==> src/rtl/lc3_mio.sv <==
// lc3_mio: LC-3 memory/IO controller bridging CPU accesses to RAM, keyboard, display and MCR.
module lc3_mio (
  input  logic        clk,
  input  logic        rst_n,
  input  logic        req,
  input  logic        we,
  input  logic [15:0] addr,
  input  logic [15:0] wdata,
  output logic [15:0] rdata,
  output logic        done,
  output logic        err,
  output logic        MEM_EN,
  output logic        R_W,
  output logic [15:0] a,
  output logic [15:0] d_in,
  input  logic [15:0] d_out,
  input  logic        R,
  input  logic        kb_valid,
  input  logic [7:0]  kb_data,
  output logic        disp_valid,
  output logic [7:0]  disp_data,
  input  logic        disp_ready,
  output logic        mcr_run
);
  typedef enum logic [1:0] {IDLE, ISSUE, WAIT, DONE} state_t;
  state_t state;
  logic [3:0] cnt;
  logic [15:0] kbdr, mcr, io_rdata;
  logic kb_rdy, kb_ovr, is_io, rd, wr, kbdr_rd;
  assign is_io = &addr[15:9];
  assign rd = state == IDLE && req && is_io && !we;
  assign wr = state == IDLE && req && is_io && we;
  assign kbdr_rd = rd && addr == 16'hFE02;
  assign mcr_run = mcr[15];
  assign io_rdata = addr == 16'hFE00 ? {kb_rdy, kb_ovr, 14'b0} :
                    addr == 16'hFE02 ? kbdr :
                    addr == 16'hFE04 ? {~disp_valid, 15'b0} :
                    addr == 16'hFE06 ? {8'h00, disp_data} :
                    addr == 16'hFFFE ? mcr : 16'h0000;
  always_ff @(posedge clk or negedge rst_n) begin
    if (!rst_n) begin
      state <= IDLE;
      cnt <= 4'd0;
      rdata <= 16'h0000;
      done <= 1'b0;
      err <= 1'b0;
      MEM_EN <= 1'b0;
      R_W <= 1'b0;
      a <= 16'h0000;
      d_in <= 16'h0000;
      kbdr <= 16'h0000;
      kb_rdy <= 1'b0;
      kb_ovr <= 1'b0;
      disp_valid <= 1'b0;
      disp_data <= 8'h00;
      mcr <= 16'h8000;
    end else begin
      MEM_EN <= 1'b0;
      R_W <= 1'b0;
      done <= 1'b0;
      case (state)
        IDLE: if (req) begin
          if (is_io) begin
            state <= DONE;
            done <= 1'b1;
            err <= 1'b0;
            rdata <= io_rdata;
          end else begin
            state <= ISSUE;
            MEM_EN <= 1'b1;
            R_W <= we;
            a <= addr;
            d_in <= wdata;
          end
        end
        ISSUE: begin
          state <= WAIT;
          cnt <= 4'd0;
        end
        WAIT: if (R) begin
          state <= DONE;
          done <= 1'b1;
          err <= 1'b0;
          rdata <= d_out;
        end else if (cnt == 4'd14) begin
          state <= DONE;
          done <= 1'b1;
          err <= 1'b1;
          rdata <= 16'h0000;
        end else cnt <= cnt + 4'd1;
        DONE: state <= IDLE;
      endcase
      if (rd && addr == 16'hFE00) kb_ovr <= 1'b0;
      if (kbdr_rd) kb_rdy <= 1'b0;
      // a same-cycle KBDR read frees the slot, so the arriving char is taken, not dropped
      if (kb_valid && (!kb_rdy || kbdr_rd)) begin
        kbdr <= {8'h00, kb_data};
        kb_rdy <= 1'b1;
      end else if (kb_valid) kb_ovr <= 1'b1;
      if (disp_valid && disp_ready) disp_valid <= 1'b0;
      if (wr && addr == 16'hFE06 && !disp_valid) begin
        disp_valid <= 1'b1;
        disp_data <= wdata[7:0];
      end
      if (wr && addr == 16'hFFFE) mcr <= wdata;
    end
  end
endmodule

==> config.mk <==
export PLATFORM = sky130hd
export DESIGN_NAME = lc3_mio
export DESIGN_NICKNAME = d
export VERILOG_FILES = /design/src/rtl/lc3_mio.sv
export SDC_FILE = /design/constraint.sdc
export NUM_CORES = 1
export LEC_CHECK = 0
export BUFFER_PORTS_ARGS = -buffer_cell sky130_fd_sc_hd__buf_2
export CAP_MARGIN = 20
export CORE_MARGIN = 2
export CORE_UTILIZATION = 55
export CTS_CLUSTER_SIZE = 8
export DETAILED_ROUTE_END_ITERATION = 8
export GPL_TIMING_DRIVEN = 0
export PLACE_DENSITY = 0.9
export SYNTH_ARGS = -nofsm -noshare
export SYNTH_HDL_FRONTEND = slang
export SYNTH_SLANG_ARGS = --single-unit
==> constraint.sdc <==
create_clock -name clk -period 4.25 [get_ports clk]
set_input_delay 0.425 -clock clk [delete_from_list [all_inputs] [get_ports clk]]
set_output_delay 0.425 -clock clk [all_outputs]
set_load 0.005 [all_outputs]
==> results.py <==
metrics = {
    "floorplanning": {
        "num_rows": 31,
        "die_h_um": 91.55,
        "die_x_um": 91.55,
        "io_pins": 125,
        "start_util_pct": 57.50,
        "die-area_mm2": 0.008380,
        "core_area_mm2": 0.007331,
    },
    "drt": {
        "drt_iter0_drc": 149,
        "drcViolationCount": 0,
        "wl_um": 10290,
        "first_pass_iters": 4,
        "ant_nets": 0,
        "post_drt_wl_per_cell_um": 17.90,
        "vias_per_cell": 5.597,
        "num_vias": 3218,
    },
    "synthesis": {
        "synthFlopType": "dfrtp_1",
        "synth-async-reset-ratio_pct": 100.0,
        "syn_avg_cell_area_um2": 12.58,
        "synth_area_mm2": 0.004215,
        "synth_edf_count": 0,
        "synthCells": 335,
        "ys_seq_area_share_pct": 55.24,
        "yosys_warnings": 0,
        "ys_ff_latch": 93,
        "synth.distinct_cells": 44,
        "syn_nets": 404,
    },
    "setup_path": {
        "r2r-start": "state[0]$_DFFE_PN0P_",
        "critPathLaunchType": "register",
        "crit_fanout": 10,
        "arrival_ns": 3.24,
        "crit_type": "register to register",
        "worstSetupStartpoint": "state[0]$_DFFE_PN0P_",
        "path_cells": "inv_1, ha_1, nand2_1, nor3_1, nand3_1, clkbuf_1, mux2_2",
        "critPathCaptureType": "register",
        "critPathSlowestCell": "nor3_1",
        "r2r_cells": 7,
        "worstPathRequired_ns": 4.49,
        "slowest_delay_ns": 0.68,
    },
    "place": {
        "placed_area_mm2": 0.004995,
        "dp.final_hpwl_um": 7566,
        "gp_congestion": 0.8864,
        "io_buffers": 124,
    },
    "clock_tree": {
        "numCtsBuffers": 9,
        "cts_tree": "done",
        "post_cts_buffers": 0,
        "cts_resized": 0,
        "clk_latency_ns": 0.35,
        "clk_pin_slew_ns": 0.09,
        "cts-htree-levels": 3,
        "cts.sinks": 93,
        "cts_buffer_depth": 2,
        "hold_buffers": 0,
        "cts-root-buf": "clkbuf_8",
    },
    "layout": {
        "multi_input_area_mm2": 0.001769,
        "fillCellCount": 511,
        "register_area_mm2": 0.002328,
        "fin_area_mm2": 0.005192,
        "antenna_cells": 0,
        "drive_gt1_share_pct": 46.43,
        "area_delta_synth_final_pct": 23.18,
        "final_nets": 541,
    },
    "pwr": {
        "power.density_mw_per_mm2": 544.3,
        "vdd_drop_max_mv": 0.3043,
        "p_leak_uw": 0.002713,
    },
    "global_route": {
        "grt_overflow": 0,
        "grt_max_degree": 57,
        "grt_pass1_vias": 3406,
        "antenna_found_initial": 0,
        "grt_pass1_wl_um": 16550,
        "grt_usage_pct": 25.16,
    },
    "timing": {
        "min_period_ns": 3.002,
        "clock_skew_ns": 0.008333,
        "min_period_over_period_pct": 70.63,
        "setup_viol": 0,
        "fmax_mhz": 333.1,
        "slew_headroom_pct": 41.27,
        "drv_slew": 0,
        "max_slew.worst_pin.slew_ns": 0.8743,
        "rsz0062_at_grt": "no",
        "hold_viol": 0,
        "final.setup.tns_ns": 0,
    },
    "run": {
        "maxCapViolCount": 0,
    },
    "worst_hold_path": {
        "hp-class": "input port to async pin",
    },
    "outcome": {
        "status": "complete, no violations",
    },
}
-- cell usage in the layout, fill, tap and decap left out, types with 5 or more instances in the layout --
cell type,n
a22oi_1,6
clkbuf_1,14
a211o_1,13
nand2_1,8
mux2_2,62
clkbuf_8,10
nor2_1,28
dfrtp_1,92
mux2i_1,5
and3_1,8
buf_2,125
inv_1,13
nor2b_1,5
nand3_1,13
ha_1,6
mux2_4,8
-- sequential cells by signal, summed over array words and instances (netlist names) --
| signal | count |
|---|---|
| disp_valid | 1 |
| cnt | 4 |
| kb_rdy | 1 |
| disp_data | 8 |
| rdata | 16 |
| mcr | 16 |
| a | 16 |
| kb_ovr | 1 |
| done | 1 |
| R_W | 1 |
| state | 2 |
| err | 1 |
| kbdr | 8 |
| MEM_EN | 1 |
| d_in | 16 |
-- report_power, final --
part | internal, uW | switching, uW
clock network | 287 | 310
logic | 501 | 450
registers | 1140 | 133
-- per-layer routing --
metal	routed length, um	global-route usage, %
met5	0	0
met4	208	9.596
met3	664	4.398
met2	5091	41.24
met1	4328	33.50
-- synth_stat cells, drive strengths merged (6+ instances only) --
master	n	area [um^2]
a22oi	6	45.04
clkbuf	14	52.55
nand3	13	65.06
inv	13	48.80
dfrtp	92	2302
ha	6	75.07
nand2	8	30.03
mux2	70	818.3
nor2	28	105.1
a211o	13	113.9
and3	8	50.05
-- critical path: cells and delay by family, from the launching register on --
family        cells  cell delay (ns)
flops             1             0.41
fa+ha+maj         1             0.25
mux               1             0.38
simple gates      3             1.28
buf+inv           2             0.56
-- final timing paths --
check / endpoint / slack [ns]
worst max-delay path: mcr[11]$_DFFE_PN0P_ / 1.25
worst min-delay path: d_in[0]$_DFFE_PN0P_ / 0.02
worst max register to register: mcr[11]$_DFFE_PN0P_ / 1.25
worst min register to register: rdata[15]$_DFFE_PN0P_ / 0.49
max in group asynchronous: mcr[15]$_DFFE_PN1P_ / 3.54
min in group clk: kbdr[1]$_DFFE_PN0P_ / 0.30
-- cell families (layout without fill, tap and decap cells) --
logic type                 Yosys count  after routing  synth area share [%]
xor gates and xnor gates             2              2                0.4156
muxes                               75             75                 20.60
adders and majority gates            6              6                 1.781
AOI/OAI and AO/OA                   40             40                 7.450
and+or+nand+nor                     90             90                 11.72
DFF                                 93             93                 55.24
buffers and inverters               29            170                 2.790
-- stage by stage --
stage | std cells | worst slack (ns) | power, uW | hold slack (ns) | util, %
3_3_place_gp | 558 | 1.288 | 2178 | 0.4638 | 67.66
2_1_floorplan | 335 | 1.661 | 1805 | 0.1294 | -
5_1_grt | 575 | 1.131 | 2982 | 0.07202 | 70.83
6_report | 575 | 1.248 | 2826 | 0.01997 | 70.83
3_5_place_dp | 560 | 1.219 | 2243 | 0.4319 | 68.13
4_1_cts | 575 | 1.286 | 2835 | 0.04767 | 70.83
-- cell type report --
type                       instances  share of cell area, %
buffer                            16                  1.325
tap                               99                  2.386
inverter                          13                 0.9398
sequential                        93                  44.84
clock inverter                     5                  1.157
timing repair buffer             126                  12.63
clock buffer                      10                  2.651
multi-input combinational        213                  34.07
No activity file was read; power rests on OpenSTA's default activity.
